File: src/rtl/alu_mul_seq.sv
// Iterative shift-and-add multiplier producing the low 32 bits of a RISC-V MUL.
// Borrows a dedicated ALU for its 32-bit add; one partial product per RUN cycle.
module alu_mul_seq #(
  parameter int unsigned EARLY_TERM = 1,
  parameter int unsigned CNT_W      = 5
) (
  input  logic        clk,
  input  logic        rst_n,
  input  logic        start_valid,
  output logic        start_ready,
  input  logic [31:0] op_a,
  input  logic [31:0] op_b,
  input  logic        kill,
  output logic        res_valid,
  input  logic        res_ready,
  output logic [31:0] res_data,
  output logic        busy,
  output logic [31:0] alu_a,
  output logic [31:0] alu_b,
  output logic [3:0]  alu_op,
  input  logic [31:0] alu_out
);

  localparam int unsigned DATA_W = 32;
  localparam int unsigned OP_W   = 4;

  // ALUop encodings matching ALUop.vh (ALU_ADD / ALU_XXX)
  localparam logic [OP_W-1:0] ALU_ADD = 4'd0;
  localparam logic [OP_W-1:0] ALU_XXX = 4'd15;

  localparam logic [CNT_W-1:0] CNT_LAST = CNT_W'(DATA_W - 1);
  localparam logic [CNT_W-1:0] CNT_ONE  = CNT_W'(1);

  typedef enum logic [1:0] {
    ST_IDLE = 2'd0,
    ST_RUN  = 2'd1,
    ST_DONE = 2'd2
  } state_e;

  state_e            state_q, state_d;
  logic [DATA_W-1:0] mcand_q, mcand_d;
  logic [DATA_W-1:0] mplier_q, mplier_d;
  logic [DATA_W-1:0] prod_q, prod_d;
  logic [CNT_W-1:0]  cnt_q, cnt_d;
  logic              last_iter;

  // Finish when the counter wraps or no multiplier bits remain above bit 0
  always_comb begin
    last_iter = (cnt_q == CNT_LAST);
    if ((EARLY_TERM != 0) && (mplier_q[DATA_W-1:1] == '0)) begin
      last_iter = 1'b1;
    end
  end

  // State and datapath registers
  always_ff @(posedge clk or negedge rst_n) begin
    if (!rst_n) begin
      state_q  <= ST_IDLE;
      mcand_q  <= '0;
      mplier_q <= '0;
      prod_q   <= '0;
      cnt_q    <= '0;
    end else begin
      state_q  <= state_d;
      mcand_q  <= mcand_d;
      mplier_q <= mplier_d;
      prod_q   <= prod_d;
      cnt_q    <= cnt_d;
    end
  end

  // Next-state, datapath update and handshake/ALU outputs
  always_comb begin
    state_d     = state_q;
    mcand_d     = mcand_q;
    mplier_d    = mplier_q;
    prod_d      = prod_q;
    cnt_d       = cnt_q;
    start_ready = 1'b0;
    res_valid   = 1'b0;
    res_data    = '0;
    busy        = (state_q != ST_IDLE);
    alu_a       = '0;
    alu_b       = '0;
    alu_op      = ALU_XXX;

    unique case (state_q)
      ST_IDLE: begin
        start_ready = !kill;
        if (start_valid && !kill) begin
          mcand_d  = op_a;
          mplier_d = op_b;
          prod_d   = '0;
          cnt_d    = '0;
          state_d  = ST_RUN;
        end
      end

      ST_RUN: begin
        alu_a    = prod_q;
        alu_b    = mcand_q;
        alu_op   = ALU_ADD;
        if (mplier_q[0]) begin
          prod_d = alu_out;
        end
        mcand_d  = mcand_q << 1;
        mplier_d = mplier_q >> 1;
        cnt_d    = cnt_q + CNT_ONE;
        if (last_iter) begin
          state_d = ST_DONE;
        end
      end

      ST_DONE: begin
        res_valid = 1'b1;
        res_data  = prod_q;
        if (res_ready) begin
          state_d = ST_IDLE;
        end
      end

      default: begin
        state_d = ST_IDLE;
      end
    endcase

    // A flush abandons the operation without touching the datapath registers
    if (kill) begin
      state_d  = ST_IDLE;
      mcand_d  = mcand_q;
      mplier_d = mplier_q;
      prod_d   = prod_q;
      cnt_d    = cnt_q;
    end
  end

endmodule

File: config.mk
export PLATFORM = sky130hd
export DESIGN_NAME = alu_mul_seq
export DESIGN_NICKNAME = d
export VERILOG_FILES = /design/src/rtl/alu_mul_seq.sv
export SDC_FILE = /design/constraint.sdc
export NUM_CORES = 1
export LEC_CHECK = 0
export CAP_MARGIN = 10
export CORE_UTILIZATION = 43
export DETAILED_ROUTE_END_ITERATION = 10
export GPL_TIMING_DRIVEN = 1
export PLACE_DENSITY = 0.8
export RECOVER_POWER = 50
export SLEW_MARGIN = 20
export SYNTH_ARGS = -nofsm -noshare
export SYNTH_HDL_FRONTEND = slang
export SYNTH_SLANG_ARGS = --single-unit
File: constraint.sdc
create_clock -name clk -period 2.1 [get_ports clk]
set_input_delay 0.315 -clock clk [delete_from_list [all_inputs] [get_ports clk]]
set_output_delay 0.315 -clock clk [all_outputs]
set_load 0.03 [all_outputs]
* After elaboration in Yosys (flattened, before gate mapping)
Cells that the tools add are included.
Word-level totals: input port bits 101, logic and storage cells 45, bits in registers 103
Cells by class: muxes and demuxes 21, eq/ne operators 8, reductions and logical operators 9, bitwise logic cells 1, $add $sub $neg 1
Operators by type and width (number):
- $mux 32 | 7
- $pmux 32 s2 | 3
- $logic_not 31->1 | 1
- $pmux 5 s2 | 1
- $ne 3x3->1 const B | 3
- $mux 2 | 4
- $pmux 2 s3 | 1
- $reduce_and 3->1 | 2
- $add 5x1->5 const B | 1
- $eq 5x5->1 const B | 1
- $mux 5 | 1
- $mux 4 | 1
- $ne 2x2->1 const B | 2
- $reduce_and 4->1 | 1
- $reduce_bool 2->1 | 2
- $mux 1 | 3
- $eq 2x1->1 const B | 1
- $eq 2x2->1 const B | 1
- $logic_not 2->1 | 1
- $logic_and 1x1->1 | 1
- $logic_not 1->1 | 1
- $not 1->1 | 1

* Longest topological paths before layout
Gate-level depths: netlist (run 1).
depth after elaboration 5, mapped depth 8

* Least setup slack after synthesis (run 1)
No wires, ideal clock.
kind register -> register, start register state_q[1], end register prod_q[10], arrival 1955 ps, setup slack 24 ps, buffers on the path 2, cell stages (with the launch flop) 7, library setup time 121 ps, required time 1979 ps, cell sequence dfrtp_1 > buf_4 > nor3_1 > and2_1 > a21oi_1 > buf_2 > a22o_1
Between the ends: cells in the longest elaborated chain, start to end 3
RTL lines:
- from (decl) | RTL line 40 | state_e state_q, state_d;
- from (signal assigned) | RTL line 64 | state_q <= state_d;
- $eq 2x1->1 / $logic_not 2->1 (equally long branches) | RTL line 87 | unique case (state_q)
- $ne 2x2->1 (no line) / $reduce_bool 2->1 (equally long branches)
- $reduce_and 4->1 (no line)
- to (signal assigned) | RTL line 67 | prod_q <= prod_d;
- to (decl) | RTL line 43 | logic [DATA_W-1:0] prod_q, prod_d;
Several ways; a longest one is shown, not always the timed one. A chain may end at the register's enable or synchronous reset.

* Final worst setup path (run 1)
start register state_q[0], end output port alu_b[2]
Between the ends: cells in the longest elaborated chain, start to end 2
RTL lines:
- $eq 2x1->1 | RTL line 87
- $mux 32 | RTL line 87
- to (decl) | RTL line 19 | output logic [31:0] alu_b,
No other way between the ends.

==> metrics.cfg, run 1 <==
[logic_synthesis]
yosysUniqueCellTypes=36
synth_edf_count=0
avgSynthCellArea_um2=9.35
syn-num-nets=634
ys_ff_latch=103
synthCells=531
async_reset_ff_share_pct=100
yosysWarnings=0
synth_ff_type=dfrtp_1
syn_area_um2=4970
ys_seq_area_share_pct=51.9

[min_path]
min_to=mcand_q[4]$_DFFE_PN0P_
hp-class=reg -> reg
hold_depth=2
hold_start=mcand_q[4]$_DFFE_PN0P_

[clocking]
cts_tree=built
cts_sinks=103
clkTransAtPathRegs_ns=0.06
cts-root-buf=clkbuf_16
cts_buffer_depth=2
cts-buffers-inserted=9
clock_latency_ns=0.34
cts_max_level=3
cts_setup_buffers=0

[critical_path]
cp_top_family=flip-flops
crit_arrival_ns=1.64
timing.rr.end=mcand_q[0]$_DFFE_PN0P_
critPathSlowestCell=dfrtp_1
r2r_slack_ns=0.26
crit_buf_inv=2
end_kind=primary output
rr_worst_depth=4
start_kind=flip-flop
critPathRequiredTime_ns=1.78
r2r-start=state_q[0]$_DFFE_PN0P_
cp_cell_sequence=nor2b_4 -> buf_6 -> and2_1 -> buf_4
max_stage_delay_ns=0.46
path_class=reg -> out
critPathMaxFanout=24

[die]
ios=204
core_area_um2=11000
start_util_pct=45.0
dieArea_um2=12000
std_cell_rows=38
die_y_um=109
die_width_um=109

[grt]
grt_usage_pct=21.3
grt_max_degree=62
antenna_found_initial=0
grt_overflow_total=0
grt_pass1_vias=4041
grt_pass1_wl_mm=19.8

[power_and_ir_drop]
leakagePower_nw=3.39
ir_worst_vdd_mv=0.561
power_density_nw_per_um2=786
total_power_mw=5.65

[route]
wl_per_cell_um=14.7
route.detailed.drc=0
drt_iter0_drc=260
route.vias.total=4473
drt_wl_total_mm=12.7
ant_nets=0
drt_first_pass_iters=7
via_per_inst=5.18

[sta]
finalSetupViolations=0
maxSlewHeadroom_pct=46.6
skew_ns=0.0101
period_needed_ns=1.96
hold_viol_final=0
min_period_over_period_pct=93.2
setup_tns_ns=0
grt_setup_unrepaired=false
slew_viol_final=0
clock.fmax_mhz=511
worstMarginPinSlew_ns=0.802

[cells_and_area]
drive_gt1_share_pct=19.6
final_common_cell=buf_4
final_cell_area_um2=7190
antennaDiodeCount=0
final_cell_mix=107 x buf_4, 102 x dfrtp_1, 98 x and2_1, 98 x clkdlybuf4s50_1, 88 x nand2_1
nNetsFinal=821
syn_to_final_growth_pct=44.7

[placement]
placed_area_um2=6920
gp_routability_congestion=0.821
port_buffers=203
dp_hpwl_mm=9.28

[run]
maxCapViolations=0

[run_status]
outcome=complete, no violations

==> cell type report <==
type | count | area [µm²]
Fill cell | 952 | 3840
Sequential cell | 103 | 2580
Multi-Input combinational cell | 376 | 2140
Timing Repair Buffer | 220 | 1970
Clock buffer | 11 | 233
Tap cell | 140 | 175
Clock inverter | 5 | 58.8
Inverter | 8 | 30.0
==> worst max path at each step <==
stage | to | depth (start not counted) | start
floorplan | prod_q[10]$_DFFE_PN0P_ | 6 | state_q[1]$_DFFE_PN0P_
global placement | mplier_q[31]$_DFFE_PN0P_ | 5 | start_valid
detailed placement | prod_q[18]$_DFFE_PN0P_ | 6 | kill
CTS | res_data[10] | 4 | state_q[1]$_DFFE_PN0P_
global route | alu_b[30] | 4 | state_q[0]$_DFFE_PN0P_
finish | alu_b[2] | 4 | state_q[0]$_DFFE_PN0P_
==> cell usage after synthesis, types with 2 or more instances <==
| library cell | number | area, µm² |
|---|---|---|
| dfrtp_1 | 103 | 2580 |
| and2_1 | 98 | 613 |
| nand2_1 | 88 | 330 |
| a22o_1 | 36 | 315 |
| nor2_1 | 32 | 120 |
| a31oi_1 | 30 | 188 |
| a21oi_1 | 27 | 135 |
| o21ai_0 | 27 | 135 |
| clkbuf_1 | 24 | 90.1 |
| buf_2 | 8 | 40.0 |
| buf_4 | 7 | 52.6 |
| inv_1 | 7 | 26.3 |
| nor4_1 | 7 | 43.8 |
| a222oi_1 | 6 | 60.1 |
| buf_1 | 3 | 11.3 |
| nand2b_1 | 3 | 18.8 |
| buf_6 | 2 | 22.5 |
| ha_1 | 2 | 25.0 |
| nand3_1 | 2 | 10.0 |
| nand4_1 | 2 | 12.5 |
| nor3_1 | 2 | 10.0 |
==> state kept, by name, indices dropped and copies added, names as in the netlist <==
register,count
state_q,2
prod_q,32
mplier_q,32
cnt_q,5
mcand_q,32
==> metrics by stage <==
stage | worst slack (ns) | utilization [%] | cells | hold WS (ns)
after floorplan | 0.0244 | - | 531 | 0.0194
after global placement | 0.250 | 62.7 | 846 | 0.272
after detailed placement | 0.170 | 62.7 | 846 | 0.278
after CTS | 0.0379 | 65.5 | 863 | 0.475
after global routing | 0.0481 | 65.2 | 863 | 0.505
final | 0.143 | 65.2 | 863 | 0.476
==> logic make-up (layout without fill, tap and decap cells) <==
logic type | Yosys count | count (layout) | synth area share [%]
flip-flops | 103 | 103 | 51.9
XOR/XNOR | 1 | 1 | 0.176
AO/OA/AOI/OAI | 128 | 128 | 17.1
buffers and inverters | 52 | 244 | 4.96
AND/OR/NAND/NOR | 243 | 243 | 24.9
adder cells (fa/ha/maj) | 2 | 2 | 0.504
multiplexers | 2 | 2 | 0.428
==> routing by layer <==
metal	wire length [µm]	up-vias	GRT usage, %
met5	0	-	0
met4	117	0	6.19
met3	890	9	3.73
met2	6100	177	35.0
met1	5600	2096	28.8
li1	-	2191	-
==> what timing repair did <==
action | in CTS | in global routing
gates resized for setup | 1 | 2
endpoints found under the hold margin | 30 | 0
endpoints found under the setup margin | 1 | 38
hold buffers | 1 | 0
==> tightest hold or removal path: stages (launching register included) <==
cell and delay (ns):
dfrtp_1 0.33, nand2_1 0.05, o21ai_0 0.06
==> where the power goes <==
part | total, mW | switching [mW] | internal (mW)
logic | 1.41 | 0.745 | 0.661
registers | 2.59 | 0.254 | 2.34
clock network | 1.65 | 0.729 | 0.926
total | 5.65 | 1.73 | 3.92
No activity file was read; power rests on OpenSTA's default activity.
==> inputs of run 2 (changes only) <==
--- a/config.mk
+++ b/config.mk
@@ -6,12 +6,13 @@
 export NUM_CORES = 1
 export LEC_CHECK = 0
 export CAP_MARGIN = 10
-export CORE_UTILIZATION = 43
+export CELL_PAD_IN_SITES_DETAIL_PLACEMENT = 0
+export CELL_PAD_IN_SITES_GLOBAL_PLACEMENT = 2
+export CORE_UTILIZATION = 25
 export DETAILED_ROUTE_END_ITERATION = 10
 export GPL_TIMING_DRIVEN = 1
-export PLACE_DENSITY = 0.8
+export PLACE_DENSITY_LB_ADDON = 0.1
 export RECOVER_POWER = 50
-export SLEW_MARGIN = 20
 export SYNTH_ARGS = -nofsm -noshare
 export SYNTH_HDL_FRONTEND = slang
 export SYNTH_SLANG_ARGS = --single-unit
==> run 2 against run 1 <==
Net effect:
- via count shrank 1.5%
- core utilization shrank 27 points
- hold slack got worse by 0.0052 ns
- global-route usage shrank 6.9 points
- highest routed layer unchanged
==> metrics.cfg, run 2 (synthesis results as in run 1) <==
[critical_path]
rr_worst_depth=4
r2r-start=state_q[1]$_DFFE_PN0P_
timing.rr.end=mcand_q[0]$_DFFE_PN0P_
max_stage_delay_ns=0.61
crit_buf_inv=1
crit_arrival_ns=1.71
start_kind=flip-flop
critPathSlowestCell=clkdlybuf4s50_1
critPathRequiredTime_ns=1.78
path_class=reg -> out
cp_cell_sequence=or2_2 -> clkdlybuf4s50_1
end_kind=primary output
critPathMaxFanout=5
cp_top_family=buffers and inverters
cp.depth=2
r2r_slack_ns=0.19

[power_and_ir_drop]
leakagePower_nw=3.36
power_density_nw_per_um2=758
ir_worst_vdd_mv=0.342
total_power_mw=5.60

[cells_and_area]
syn_to_final_growth_pct=48.8
top_regs=mcand_q (32), mplier_q (32), prod_q (32)
final_cell_mix=102 x dfrtp_1, 100 x clkdlybuf4s50_1, 96 x and2_1, 88 x nand2_1, 77 x buf_4
stdcell_count=991
antennaDiodeCount=0
nNetsFinal=824
drive_gt1_share_pct=17.2
final_common_cell=dfrtp_1

[grt]
grt_usage_pct=14.4
antenna_found_initial=0
grt_max_degree=56
grt_overflow_total=0
grt_pass1_vias=4260
grt_pass1_wl_mm=22.8

[clocking]
cts_max_level=3
clkTransAtPathRegs_ns=0.07
clock_latency_ns=0.34
cts_tree=built
cts-root-buf=clkbuf_16
cts_sinks=103
cts-buffers-inserted=9
cts_buffer_depth=2

[min_path]
hold_start=mcand_q[17]$_DFFE_PN0P_
hp-class=reg -> reg
hold_depth=2
min_to=mcand_q[17]$_DFFE_PN0P_

[sta]
clock.fmax_mhz=494
period_needed_ns=2.02
maxSlewHeadroom_pct=33.2
skew_ns=0.00761
slew_viol_final=0
grt_setup_unrepaired=false
worstMarginPinSlew_ns=1.00
hold_viol_final=0
setup_tns_ns=0
min_period_over_period_pct=96.4
holdWs_ns=0.470
finalSetupViolations=0

[route]
drt_iter0_drc=169
route.detailed.drc=0
ant_nets=0
via_per_inst=4.45
drt_wl_total_mm=14.3
drt_first_pass_iters=4
wl_per_cell_um=14.4
route.vias.total=4405

[run]
maxCapViolations=0

[die]
ios=204
dieArea_um2=20400
std_cell_rows=51
core_area_um2=19500
start_util_pct=25.5
die_y_um=143
die_width_um=143

[placement]
dp_cells=974
gp_routability_congestion=0.740
dp_hpwl_mm=10.4
port_buffers=203

[run_status]
outcome=complete, no violations

==> run 2: cell types whose count changed in the layout (fill, tap and decap cells not counted), sizes merged <==
cell           before  now
clkinvlp            2    3
dlygate4sd3         2    1
clkinv              2    1
clkdlybuf4s15       0   15
dlygate4sd2         1    5
bufinv              1    0
buf               114   87
clkbuf             16   27
clkdlybuf4s50      98  100
==> run 2: worst max path at each step <==
stage / start / slack [ns] / endpoint
floorplan: state_q[1]$_DFFE_PN0P_ / 0.02 / prod_q[10]$_DFFE_PN0P_
global placement: state_q[1]$_DFFE_PN0P_ / 0.17 / res_data[6]
detailed placement: state_q[1]$_DFFE_PN0P_ / 0.13 / res_data[6]
CTS: state_q[1]$_DFFE_PN0P_ / 0.02 / res_data[6]
global route: state_q[0]$_DFFE_PN0P_ / 0.001 / alu_b[20]
finish: state_q[1]$_DFFE_PN0P_ / 0.08 / busy
==> run 2: power breakdown <==
group | internal (mW) | leakage, nW | switching, mW | total [mW]
Clock | 0.841 | 0.125 | 0.759 | 1.60
Combinational | 0.661 | 1.95 | 0.758 | 1.42
Sequential | 2.34 | 1.29 | 0.247 | 2.58
Total | 3.84 | 3.36 | 1.76 | 5.60
==> run 2: timing repair <==
item	in CTS	in global routing
gates resized for setup	36	36
endpoints found under the setup margin	73	26
hold endpoints to repair	35	0
hold buffers	1	0
setup buffers	0	0
==> run 2: routing by layer <==
layer  vias to the layer above  wire length, µm  GRT usage [%]
li1                       2195                -              -
met1                      2063             6730           19.4
met3                        10              973           3.62
met5                         -                0              0
met4                         0              108           3.74
met2                       137             6470           22.9
==> run 2: layout make-up <==
cell class	count	area (µm²)
well taps	265	332
inverters	8	30.0
clock inverters	4	31.3
clock buffers	12	246
flip-flops and latches	103	2580
repair buffers	223	2020
multi-input cells	376	2150
fillers	1978	12100
==> run 2: worst reg2reg max path, stage by stage (launching register included) <==
cell	delay [ns]
dfrtp_1	0.44
clkbuf_1	0.18
or3_1	0.56
buf_2	0.33
a22o_1	0.29
==> run 2: metrics by stage <==
stage	worst slack, ns	area (µm²)	util (%)
floorplan	0.0244	4970	-
global placement	0.174	7160	36.8
detailed placement	0.133	7160	36.8
CTS	0.0181	7430	38.2
global route	0.00121	7390	38.0
finish	0.0763	7390	38.0
